File: config.mk
export PLATFORM = sky130hd
export DESIGN_NAME = rvh_noc_qos_vc_buffer
export DESIGN_NICKNAME = d
export VERILOG_FILES = /design/src/rtl/rvh_noc_pkg.sv /design/src/rtl/rvh_noc_vc_fifo.sv /design/src/rtl/rvh_noc_qos_vc_buffer.sv
export SDC_FILE = /design/constraint.sdc
export NUM_CORES = 2
export LEC_CHECK = 0
export BUFFER_PORTS_ARGS = -buffer_cell sky130_fd_sc_hd__buf_2
export CAP_MARGIN = 10
export CORE_UTILIZATION = 55
export DETAILED_ROUTE_END_ITERATION = 16
export HOLD_SLACK_MARGIN = 0.02
export PLACE_DENSITY = 0.72
export SYNTH_ARGS = -nofsm -noshare
export SYNTH_HDL_FRONTEND = slang
export SYNTH_SLANG_ARGS = --single-unit
File: constraint.sdc
create_clock -name clk -period 33.8 [get_ports clk]
set_input_delay 0 -clock clk [delete_from_list [all_inputs] [get_ports clk]]
set_output_delay 0 -clock clk [all_outputs]
set_load 0.01 [all_outputs]
File: src/rtl/rvh_noc_pkg.sv
// Shared NoC router types: VC buffer entry layout and the VC id width helper.
package rvh_noc_pkg;

   localparam int unsigned QoS_Value_Width  = 4;
   localparam int unsigned FlitPayloadWidth = 256;

   typedef logic [FlitPayloadWidth-1:0] flit_payload_t;
   typedef logic [QoS_Value_Width-1:0]  qos_value_t;

   // QoS sits in the upper bits so a head's priority is a plain slice of the entry.
   typedef struct packed {
      qos_value_t    qos;
      flit_payload_t payload;
   } vc_buf_entry_t;

   function automatic int unsigned vc_id_width(input int unsigned vc_num);
      return (vc_num > 1) ? $clog2(vc_num) : 1;
   endfunction

endpackage

File: src/rtl/rvh_noc_vc_fifo.sv
// Single-VC circular FIFO; storage is not reset, pointers and count are.
module rvh_noc_vc_fifo #(
   parameter int unsigned DEPTH   = 2,
   parameter int unsigned ENTRY_W = 8,
   localparam int unsigned PTR_W  = (DEPTH > 1) ? $clog2(DEPTH) : 1,
   localparam int unsigned CNT_W  = $clog2(DEPTH + 1)
) (
   input  logic               clk,
   input  logic               rst,
   input  logic               push,
   input  logic               pop,
   input  logic [ENTRY_W-1:0] wdata,
   output logic [ENTRY_W-1:0] head,
   output logic [CNT_W-1:0]   count,
   output logic               empty
);

   logic [ENTRY_W-1:0] mem_q [DEPTH];
   logic [PTR_W-1:0]   rd_ptr_q, wr_ptr_q;
   logic [CNT_W-1:0]   cnt_q;

   function automatic logic [PTR_W-1:0] ptr_inc(input logic [PTR_W-1:0] p);
      return (p == PTR_W'(DEPTH - 1)) ? '0 : p + 1'b1;
   endfunction

   always_ff @(posedge clk) begin
      if (push) mem_q[wr_ptr_q] <= wdata;
   end

   // The parent never pushes when full nor pops when empty.
   always_ff @(posedge clk or posedge rst) begin
      if (rst) begin
         rd_ptr_q <= '0;
         wr_ptr_q <= '0;
         cnt_q    <= '0;
      end else begin
         if (push) wr_ptr_q <= ptr_inc(wr_ptr_q);
         if (pop)  rd_ptr_q <= ptr_inc(rd_ptr_q);
         if (push && !pop)      cnt_q <= cnt_q + 1'b1;
         else if (pop && !push) cnt_q <= cnt_q - 1'b1;
      end
   end

   assign head  = mem_q[rd_ptr_q];
   assign count = cnt_q;
   assign empty = (cnt_q == '0);

endmodule

File: src/rtl/rvh_noc_qos_vc_buffer.sv
// Per-input-port VC buffer: VC_NUM credit-controlled FIFOs, QoS + round-robin head select.
// Define RVH_NOC_QOS_AGING_EN to add per-VC head aging above QoS in the priority.
module rvh_noc_qos_vc_buffer
   import rvh_noc_pkg::*;
#(
   parameter int unsigned VC_NUM    = 6,
   parameter int unsigned VC_DEPTH  = 2,
   parameter int unsigned PAYLOAD_W = 256,
   parameter int unsigned QOS_W     = 4,
   parameter int unsigned AGE_W     = 4,
   localparam int unsigned VC_ID_W  = vc_id_width(VC_NUM),
   localparam int unsigned CNT_W    = $clog2(VC_DEPTH + 1)
) (
   input  logic                 clk,
   input  logic                 rst,
   input  logic                 rx_flit_vld_i,
   input  logic [VC_ID_W-1:0]   rx_flit_vc_id_i,
   input  logic [QOS_W-1:0]     rx_flit_qos_i,
   input  logic [PAYLOAD_W-1:0] rx_flit_payload_i,
   output logic                 rx_lcrd_v_o,
   output logic [VC_ID_W-1:0]   rx_lcrd_id_o,
   output logic                 tx_flit_vld_o,
   input  logic                 tx_flit_rdy_i,
   output logic [VC_ID_W-1:0]   tx_flit_vc_id_o,
   output logic [QOS_W-1:0]     tx_flit_qos_o,
   output logic [PAYLOAD_W-1:0] tx_flit_payload_o,
   input  logic [VC_NUM-1:0]    vc_block_i,
   output logic [VC_NUM-1:0]    vc_empty_o,
   output logic                 ovf_err_o
);

   localparam int unsigned ENTRY_W = QOS_W + PAYLOAD_W;

   if (VC_NUM == 0 || VC_DEPTH == 0 || AGE_W == 0) begin : g_bad_cfg
      $error("rvh_noc_qos_vc_buffer: VC_NUM, VC_DEPTH and AGE_W must be >= 1");
   end

   logic [VC_NUM-1:0]  push, pop, empty, elig;
   logic [ENTRY_W-1:0] head [VC_NUM];
   logic [CNT_W-1:0]   cnt  [VC_NUM];
   logic               in_range, full_hit, found, fire;
   logic [VC_ID_W-1:0] win, rr_ptr_q, lcrd_id_q;
   logic [ENTRY_W-1:0] win_entry;
   logic               lcrd_v_q, ovf_q;

   // Full is judged on the pre-pop count, so a write to a full VC drops even if it pops now.
   always_comb begin : write_decode
      push     = '0;
      in_range = 1'b0;
      full_hit = 1'b0;
      for (int unsigned v = 0; v < VC_NUM; v++) begin
         if (rx_flit_vc_id_i == VC_ID_W'(v)) begin
            in_range = 1'b1;
            if (cnt[v] == CNT_W'(VC_DEPTH)) full_hit = 1'b1;
            else                            push[v]  = rx_flit_vld_i;
         end
      end
   end

   for (genvar g = 0; g < VC_NUM; g++) begin : g_vc
      rvh_noc_vc_fifo #(
         .DEPTH   (VC_DEPTH),
         .ENTRY_W (ENTRY_W)
      ) u_fifo (
         .clk   (clk),
         .rst   (rst),
         .push  (push[g]),
         .pop   (pop[g]),
         .wdata ({rx_flit_qos_i, rx_flit_payload_i}),
         .head  (head[g]),
         .count (cnt[g]),
         .empty (empty[g])
      );
   end

   assign elig = ~empty & ~vc_block_i;

`ifdef RVH_NOC_QOS_AGING_EN
   localparam int unsigned PRIO_W = QOS_W + 1;
   logic [AGE_W-1:0] age_q [VC_NUM];

   // Only the fired winner pops, so "eligible and not popped" means "lost this cycle".
   always_ff @(posedge clk or posedge rst) begin
      if (rst) begin
         for (int unsigned v = 0; v < VC_NUM; v++) age_q[v] <= '0;
      end else begin
         for (int unsigned v = 0; v < VC_NUM; v++) begin
            if (pop[v])                          age_q[v] <= '0;
            else if (elig[v] && age_q[v] != '1)  age_q[v] <= age_q[v] + 1'b1;
         end
      end
   end

   logic [PRIO_W-1:0] prio [VC_NUM];
   always_comb begin
      for (int unsigned v = 0; v < VC_NUM; v++) begin
         prio[v] = {&age_q[v], head[v][ENTRY_W-1 -: QOS_W]};
      end
   end
`else
   localparam int unsigned PRIO_W = QOS_W;

   logic [PRIO_W-1:0] prio [VC_NUM];
   always_comb begin
      for (int unsigned v = 0; v < VC_NUM; v++) prio[v] = head[v][ENTRY_W-1 -: QOS_W];
   end
`endif

   // Scan from rr_ptr+1 upward; strict '>' keeps the earliest VC in scan order on ties.
   always_comb begin : select
      int unsigned       idx;
      logic [VC_ID_W-1:0] sel;
      logic [PRIO_W-1:0]  best;
      found = 1'b0;
      win   = '0;
      best  = '0;
      for (int unsigned i = 0; i < VC_NUM; i++) begin
         idx = (32'(rr_ptr_q) + 1 + i) % VC_NUM;
         sel = VC_ID_W'(idx);
         if (elig[sel] && (!found || prio[sel] > best)) begin
            found = 1'b1;
            win   = sel;
            best  = prio[sel];
         end
      end
      win_entry = found ? head[win] : '0;
      fire      = found & tx_flit_rdy_i;
      pop       = '0;
      pop[win]  = fire;
   end

   always_ff @(posedge clk or posedge rst) begin
      if (rst) begin
         rr_ptr_q  <= VC_ID_W'(VC_NUM - 1);
         lcrd_v_q  <= 1'b0;
         lcrd_id_q <= '0;
         ovf_q     <= 1'b0;
      end else begin
         lcrd_v_q <= fire;
         if (fire) begin
            rr_ptr_q  <= win;
            lcrd_id_q <= win;
         end
         if (rx_flit_vld_i && (!in_range || full_hit)) ovf_q <= 1'b1;
      end
   end

   assign tx_flit_vld_o     = found;
   assign tx_flit_vc_id_o   = win;
   assign tx_flit_qos_o     = win_entry[ENTRY_W-1 -: QOS_W];
   assign tx_flit_payload_o = win_entry[PAYLOAD_W-1:0];
   assign rx_lcrd_v_o       = lcrd_v_q;
   assign rx_lcrd_id_o      = lcrd_id_q;
   assign vc_empty_o        = empty;
   assign ovf_err_o         = ovf_q;

endmodule

Word-level counts from Yosys, hierarchy flattened:

Memories as Yosys holds them, arrays and structs flattened.
Cells that the tools add are included.

* register bits after elaboration: 32
* bits in writable memories: 3120
* output and inout port bits: 275
* memories: 6

* add/sub/neg operators: 30
* div/mod/pow operators: 6
* order comparisons: 20
* eq/ne operators: 11
* mux-type cells: 119
* bitwise gates (word level): 12
* reduce and logical (&&, ||, !) cells: 56

Memories
* g_vc[0].u_fifo.mem_q: words 2, bits a word 260, read ports 1, clocked after Yosys merged registers in 0, write ports 1, RTL line rvh_noc_vc_fifo.sv:18 `logic [ENTRY_W-1:0] mem_q [DEPTH];`
* g_vc[1].u_fifo.mem_q: words 2, bits a word 260, read ports 1, clocked after Yosys merged registers in 0, write ports 1, RTL line rvh_noc_vc_fifo.sv:18
* g_vc[2].u_fifo.mem_q: words 2, bits a word 260, read ports 1, clocked after Yosys merged registers in 0, write ports 1, RTL line rvh_noc_vc_fifo.sv:18
* g_vc[3].u_fifo.mem_q: words 2, bits a word 260, read ports 1, clocked after Yosys merged registers in 0, write ports 1, RTL line rvh_noc_vc_fifo.sv:18
* g_vc[4].u_fifo.mem_q: words 2, bits a word 260, read ports 1, clocked after Yosys merged registers in 0, write ports 1, RTL line rvh_noc_vc_fifo.sv:18
* g_vc[5].u_fifo.mem_q: words 2, bits a word 260, read ports 1, clocked after Yosys merged registers in 0, write ports 1, RTL line rvh_noc_vc_fifo.sv:18

Operators by type and width (number)
* 260-bit binary-select mux with 3-bit select: 1
* 260-bit 2-to-1 mux: 3
* 32-bit by 3-bit modulo with 32-bit output (second input constant): 6
* 4-bit binary-select mux with 3-bit select: 6
* 4-bit 2-to-1 mux: 17
* 1-bit 2-to-1 mux: 67
* 32-bit by 2-bit adder with 32-bit output (second input constant): 2
* 32-bit by 1-bit adder with 32-bit output (second input constant): 1
* 32-bit by 3-bit adder with 32-bit output (second input constant): 1
* 4-bit >= comparator (second input constant): 7
* 3-bit by 4-bit < comparator with 1-bit output (second input constant): 7
* 3-bit inverter with 4-bit output: 7
* 2-bit 2-to-1 mux: 12
* 4-bit > comparator: 5
* 1-bit logical AND: 19
* 1-bit binary-select mux with 3-bit select: 6
* 1-bit logical NOT: 18
* 3-bit 2-to-1 mux: 6
* 1-bit adder (second input constant): 12
* 2-bit by 1-bit adder with 2-bit output (second input constant): 6
* 6-bit AND: 2
* 2-bit == test (second input constant): 6
* 2-bit logical NOT: 6
* 6-bit inverter: 2
* other kinds (12): 29

Depth between registers and ports, before layout:

* depth after elaboration: 35
* mapped depth: 76
* mapped depth without buffers: 66

Hierarchy:

From an unflattened synthesis, not the netlist that was laid out.

* cell total of the unflattened synthesis: 8573
* area total of the unflattened synthesis: 141580.8 µm²

Modules (own cells, without submodules)
* rvh_noc_vc_fifo: instances 6, cells each 825, area an instance 19722.7 µm²
* rvh_noc_qos_vc_buffer: instances 1, cells each 3623, area an instance 23244.8 µm²

Worst setup path after synthesis:

No wires, ideal clock.

* path kind: register to register
* start point: reg g_vc[4].u_fifo.wr_ptr_q
* end point: mem g_vc[4].u_fifo.mem_q[0][0] in the netlist's numbering, enable pin
* setup time: 1518 ps
* data arrival time: 25198 ps
* required time: 32282 ps
* path slack: 7084 ps
* cell stages (with the launch flop): 2
* buffers on the path: 0
* period minus slack after synthesis: 26716 ps
* cell sequence: dfrtp_1 -> nor4_1

RTL lines
* from (decl): RTL line rvh_noc_vc_fifo.sv:19 `logic [PTR_W-1:0] rd_ptr_q, wr_ptr_q;`
* from (signal assigned): RTL line rvh_noc_vc_fifo.sv:37 `if (push) wr_ptr_q <= ptr_inc(wr_ptr_q);`
* to (decl): RTL line rvh_noc_vc_fifo.sv:18

No word-level cell before the write port.

Worst setup path after layout:

* start point: reg rr_ptr_q[1]
* end point: out tx_flit_payload_o[232]

* longest elaborated chain between the ends: 32

Ends and longest elaborated chain
* from (decl): RTL line rvh_noc_qos_vc_buffer.sv:42 `logic [VC_ID_W-1:0] win, rr_ptr_q, lcrd_id_q;`
* from (signal assigned): RTL line rvh_noc_qos_vc_buffer.sv:134 `rr_ptr_q <= VC_ID_W'(VC_NUM - 1);`
* from (signal assigned): RTL line rvh_noc_qos_vc_buffer.sv:141 `rr_ptr_q <= win;`
* 3-bit by 1-bit adder with 4-bit output *: RTL line rvh_noc_qos_vc_buffer.sv:118 `idx = (32'(rr_ptr_q) + 1 + i) % VC_NUM;`
* 32-bit by 1-bit adder with 32-bit output / 32-bit by 3-bit modulo with 32-bit output (equally long branches): RTL line rvh_noc_qos_vc_buffer.sv:118
* 32-bit by 3-bit modulo with 32-bit output / 3-bit inverter with 4-bit output (equally long branches): RTL line rvh_noc_qos_vc_buffer.sv:118, rvh_noc_qos_vc_buffer.sv:123
* 3-bit inverter with 4-bit output (not written as such) / 4-bit binary-select mux with 3-bit select (equally long branches): RTL line rvh_noc_qos_vc_buffer.sv:120, rvh_noc_qos_vc_buffer.sv:123
* 4-bit binary-select mux with 3-bit select / 4-bit 2-to-1 mux (equally long branches): RTL line rvh_noc_qos_vc_buffer.sv:120, rvh_noc_qos_vc_buffer.sv:123
* 4-bit 2-to-1 mux, on equally long branches (2 in series): RTL line rvh_noc_qos_vc_buffer.sv:120, rvh_noc_qos_vc_buffer.sv:123
* 4-bit > comparator: RTL line rvh_noc_qos_vc_buffer.sv:120 `if (elig[sel] && (!found || prio[sel] > best)) begin`
* 1-bit logical OR: RTL line rvh_noc_qos_vc_buffer.sv:120
* (+14 left out)
* 4-bit > comparator / 1-bit logical NOT (equally long branches): RTL line rvh_noc_qos_vc_buffer.sv:120
* 1-bit logical OR: RTL line rvh_noc_qos_vc_buffer.sv:120
* 1-bit logical AND: RTL line rvh_noc_qos_vc_buffer.sv:120
* 3-bit 2-to-1 mux: RTL line rvh_noc_qos_vc_buffer.sv:120
* 3-bit inverter with 4-bit output (not written as such): RTL line rvh_noc_qos_vc_buffer.sv:126 `win_entry = found ? head[win] : '0;`
* 260-bit binary-select mux with 3-bit select: RTL line rvh_noc_qos_vc_buffer.sv:126
* 260-bit 2-to-1 mux (not written as such) (2 in series): RTL line rvh_noc_qos_vc_buffer.sv:126
* 260-bit 2-to-1 mux *: RTL line rvh_noc_qos_vc_buffer.sv:126
* to (decl): RTL line rvh_noc_qos_vc_buffer.sv:26 `output logic [PAYLOAD_W-1:0] tx_flit_payload_o,`

Mark *: on every way between the ends. The rest lies on a longest branch, timed or not. The select of a mux whose other input is x is not followed.

==> impl_results.md <==
- Wirelength per Cell: 29.08 um
- Vias in the first global route: 72884
- Xor and xnor fraction of the mapped netlist area: 0.002707
- RSZ-0062 raised after global routing: no
- # IOs: 548
- Ys async rst share: 0.009838
- Die Wd: 485.4 um
- Compound-Gate Fraction of Synth Area: 0.04740
- Slew at the pin closest to its max-slew limit: 1.464 ns
- P&R area growth vs syn: 17.00%
- Initial antenna violation count: 49
- Area share of fa/ha/maj cells after synthesis: 0.004382
- Distinct cell type count of the synthesized netlist: 91
- Via-per-instance ratio: 6.288
- Flops & latches, synth: 3151
- Post-Synth Simple-Gate Area: 0.02102
- DR vias: 72572
- Std-Cell Rows: 177
- DRC viols: 0
- Grt ovf: 0
- Critical path arrival: 18.62 ns
- Clock Sinks: 3151
- Slew Viols, Final: 0
- Synth Instances: 7124
- Status: finished, final reports clean
- Seq/Total Area, Yosys: 0.7352
- CTS tree: done
- Reg clk slew, reported paths: 0.06 ns
- CP max FO: 172
- Routability Congestion: 0.8856
- Min-Delay Path Class: primary input to register
- Total length of routed wires: 335600 um
- Fillers: 15629
- Setup TNS: 0 ns
- Mean area per synthesized cell: 18.04 um2
- 1st-iter DRT viols: 7613
- Clock Skew: 0.08542 ns
- Core area: 232300 um2
- Gr usage total: 0.2806
- Final hold violations: 0
- Relative slew margins: 0.02408
- Final #Nets: 8543
- DRT antenna net count: 0
- Post-route minimum period: 18.62 ns
- CTS resizes: 0
- Root Buffer: clkbuf_16
- Post-DP HPWL: 174600 um
- Worst-Skew Late Latency: 0.96 ns
- Synthesized Nets: 7442
- Post-synthesis mux area share: 0.1736
- Slowest cell on crit path: o22ai_1
- Most used cell, CP: ha_1
- Max Root-Sink Buffers: 4
- Worst endpoint required time: 33.80 ns
- CP peak stage delay: 0.91 ns
- Pin count of the biggest net entering global routing: 173
- Die Ht: 485.4 um
- Max-cap violations: 0
- Final setup fails: 0
- Die ar.: 235600 um2
- Post-synth EDFFs: 3120
- Largest family of logic cells by synthesized area: multiplexers
- Final period util: 0.5509
- Ys Warns: 0
- Synth Cell Area: 128500 um2
- H-tree depth: 5
- Initial core utilization: 0.5531
- Critical path startpoint category: register
- Worst setup EP type: primary output
- Top FF cell, synth: edfxtp_1
- # port buffers: 547
- Number of CTS-inserted buffers: 333
- FMAX: 0.05370 GHz
- Share of cells above drive strength 1: 0.2002
- Wire length of the first global-routing pass: 487300 um
- Crit path kind: register to primary output
- Drt first pass iters: 6
-- state kept, by name, summed over array words and instances (netlist names) --
signal                cells
g_vc.u_fifo.count        12
g_vc.u_fifo.mem_q      3120
g_vc.u_fifo.rd_ptr_q      6
g_vc.u_fifo.wr_ptr_q      6
ovf_err_o                 1
rr_ptr_q                  3
rx_lcrd_id_o              2
rx_lcrd_v_o               1
-- Yosys cell counts (5+ instances only) --
cell type,number,share of area
edfxtp_1,3120,0.73
mux2i_1,1326,0.10
mux2_2,518,0.045
clkbuf_1,315,0.0092
mux2_1,282,0.025
nor3_1,274,0.011
o221ai_1,260,0.018
a211o_1,258,0.018
buf_2,90,0.0035
nor2_1,84,0.0025
nand2_1,59,0.0017
ha_1,45,0.0044
inv_1,42,0.0012
o21ai_0,40,0.0016
a21oi_1,36,0.0014
dfrtp_1,29,0.0056
buf_1,26,0.00076
nand3_1,26,0.0010
xor2_1,19,0.0013
nor2b_1,18,0.00088
o22ai_1,18,0.00088
xnor2_1,17,0.0012
and2_1,11,0.00054
nand2b_1,11,0.00054
o21a_1,11,0.00064
buf_4,10,0.00058
a21o_1,9,0.00053
a31oi_1,8,0.00039
o2111ai_1,8,0.00055
o21bai_1,8,0.00047
nand4_1,7,0.00034
o211ai_1,6,0.00035
or3_1,6,0.00029
a211oi_1,5,0.00029
and3_1,5,0.00024
nand3b_1,5,0.00029
nor3b_1,5,0.00029
nor4_1,5,0.00024
o211a_1,5,0.00039
o22a_1,5,0.00034
o31ai_1,5,0.00029
-- layout make-up --
cell class / instances / area, um2 / area share
sequential: 3151 / 94490 / 0.6285
multi-input combinational: 3482 / 32100 / 0.2135
timing repair buffer: 1211 / 9184 / 0.06109
clock buffer: 400 / 8755 / 0.05823
tap: 3043 / 3807 / 0.02532
clock inverter: 177 / 1737 / 0.01155
inverter: 46 / 188.9 / 0.001257
antenna: 32 / 80.08 / 0.0005326
-- cells by family (layout without fill, tap and decap cells) --
kind of cell | Yosys count | after routing
AO/OA/AOI/OAI | 735 | 735
adder cells (fa/ha/maj) | 45 | 45
other | 0 | 32
flip-flops | 3151 | 3151
AND/OR/NAND/NOR | 537 | 537
XOR/XNOR | 38 | 38
multiplexers | 2127 | 2127
buffers and inverters | 491 | 1834
-- per-stage QoR --
stage | instance area [um2] | hold slack, ns | util | cells | setup slack, ns
finish | 150300 | 0.06294 | 0.6472 | 11542 | 15.18
detailed placement | 134400 | 0.1162 | 0.5786 | 10399 | 16.52
floorplan | 128500 | 0.09887 | - | 7124 | 7.084
global placement | 134400 | 0.1109 | 0.5786 | 10399 | 16.66
CTS | 150300 | 0.02081 | 0.6468 | 11510 | 15.41
global route | 150300 | 0.04524 | 0.6470 | 11527 | 13.89
-- placed cells by master (no fill, tap or decap), types with 59 or more instances in the layout --
cell type | Yosys | final
a211o_1 | 258 | 258
buf_2 | 90 | 547
buf_4 | 10 | 120
clkbuf_1 | 315 | 59
clkbuf_16 | 0 | 341
clkinv_1 | 0 | 77
dlygate4sd3_1 | 0 | 534
edfxtp_1 | 3120 | 3120
mux2_1 | 282 | 282
mux2_2 | 518 | 518
mux2i_1 | 1326 | 1326
nand2_1 | 59 | 59
nor2_1 | 84 | 81
nor3_1 | 274 | 274
o221ai_1 | 260 | 260
-- repair_timing --
action                                  CTS  global route
hold buffers                            534             0
endpoints found under the hold margin  3284             0
buffers inserted                          0             0
-- worst max-delay path, delay by kind of cell, from the launching register on --
| kind | cells | cell delay, ns |
|---|---|---|
| flip-flops | 1 | 0.68 |
| adder cells (fa/ha/maj) | 8 | 2.49 |
| AND/OR/NAND/NOR | 12 | 2.06 |
| XOR/XNOR | 2 | 1.08 |
| buffers and inverters | 8 | 3.39 |
| multiplexers | 4 | 1.49 |
| AO/OA/AOI/OAI | 26 | 6.15 |
-- per-layer routing --
layer	track usage	vias to the layer above	share of wire
met5	0	-	0.00096
met4	0.09881	50	0.033
met3	0.05094	678	0.087
met2	0.4608	3507	0.48
met1	0.3771	37369	0.39
li1	-	30968	-
-- worst paths after layout --
| check | slack, ns | to | cells after the start | start |
|---|---|---|---|---|
| max | 15.18 | tx_flit_payload_o[232] | 60 | rr_ptr_q[1]$_DFFE_PP0P_ |
| min | 0.06 | g_vc[1].u_fifo.mem_q[1][84]$_DFFE_PP_ | 2 | rx_flit_payload_i[84] |
| max reg2reg | 17.93 | g_vc[1].u_fifo.count[1]$_DFFE_PP0P_ | 61 | rr_ptr_q[1]$_DFFE_PP0P_ |
| min reg2reg | 0.49 | rx_lcrd_id_o[0]$_DFFE_PP0P_ | 1 | rx_lcrd_id_o[0]$_DFFE_PP0P_ |
| max in group asynchronous | 33.19 | g_vc[2].u_fifo.rd_ptr_q$_DFFE_PP0P_ | 5 | rst |
| min in group asynchronous | 0.27 | g_vc[0].u_fifo.wr_ptr_q$_DFFE_PP0P_ | 5 | rst |
Power is not shown: default switching activity piles up to over one toggle a cycle in this logic, so the estimate is an artifact.
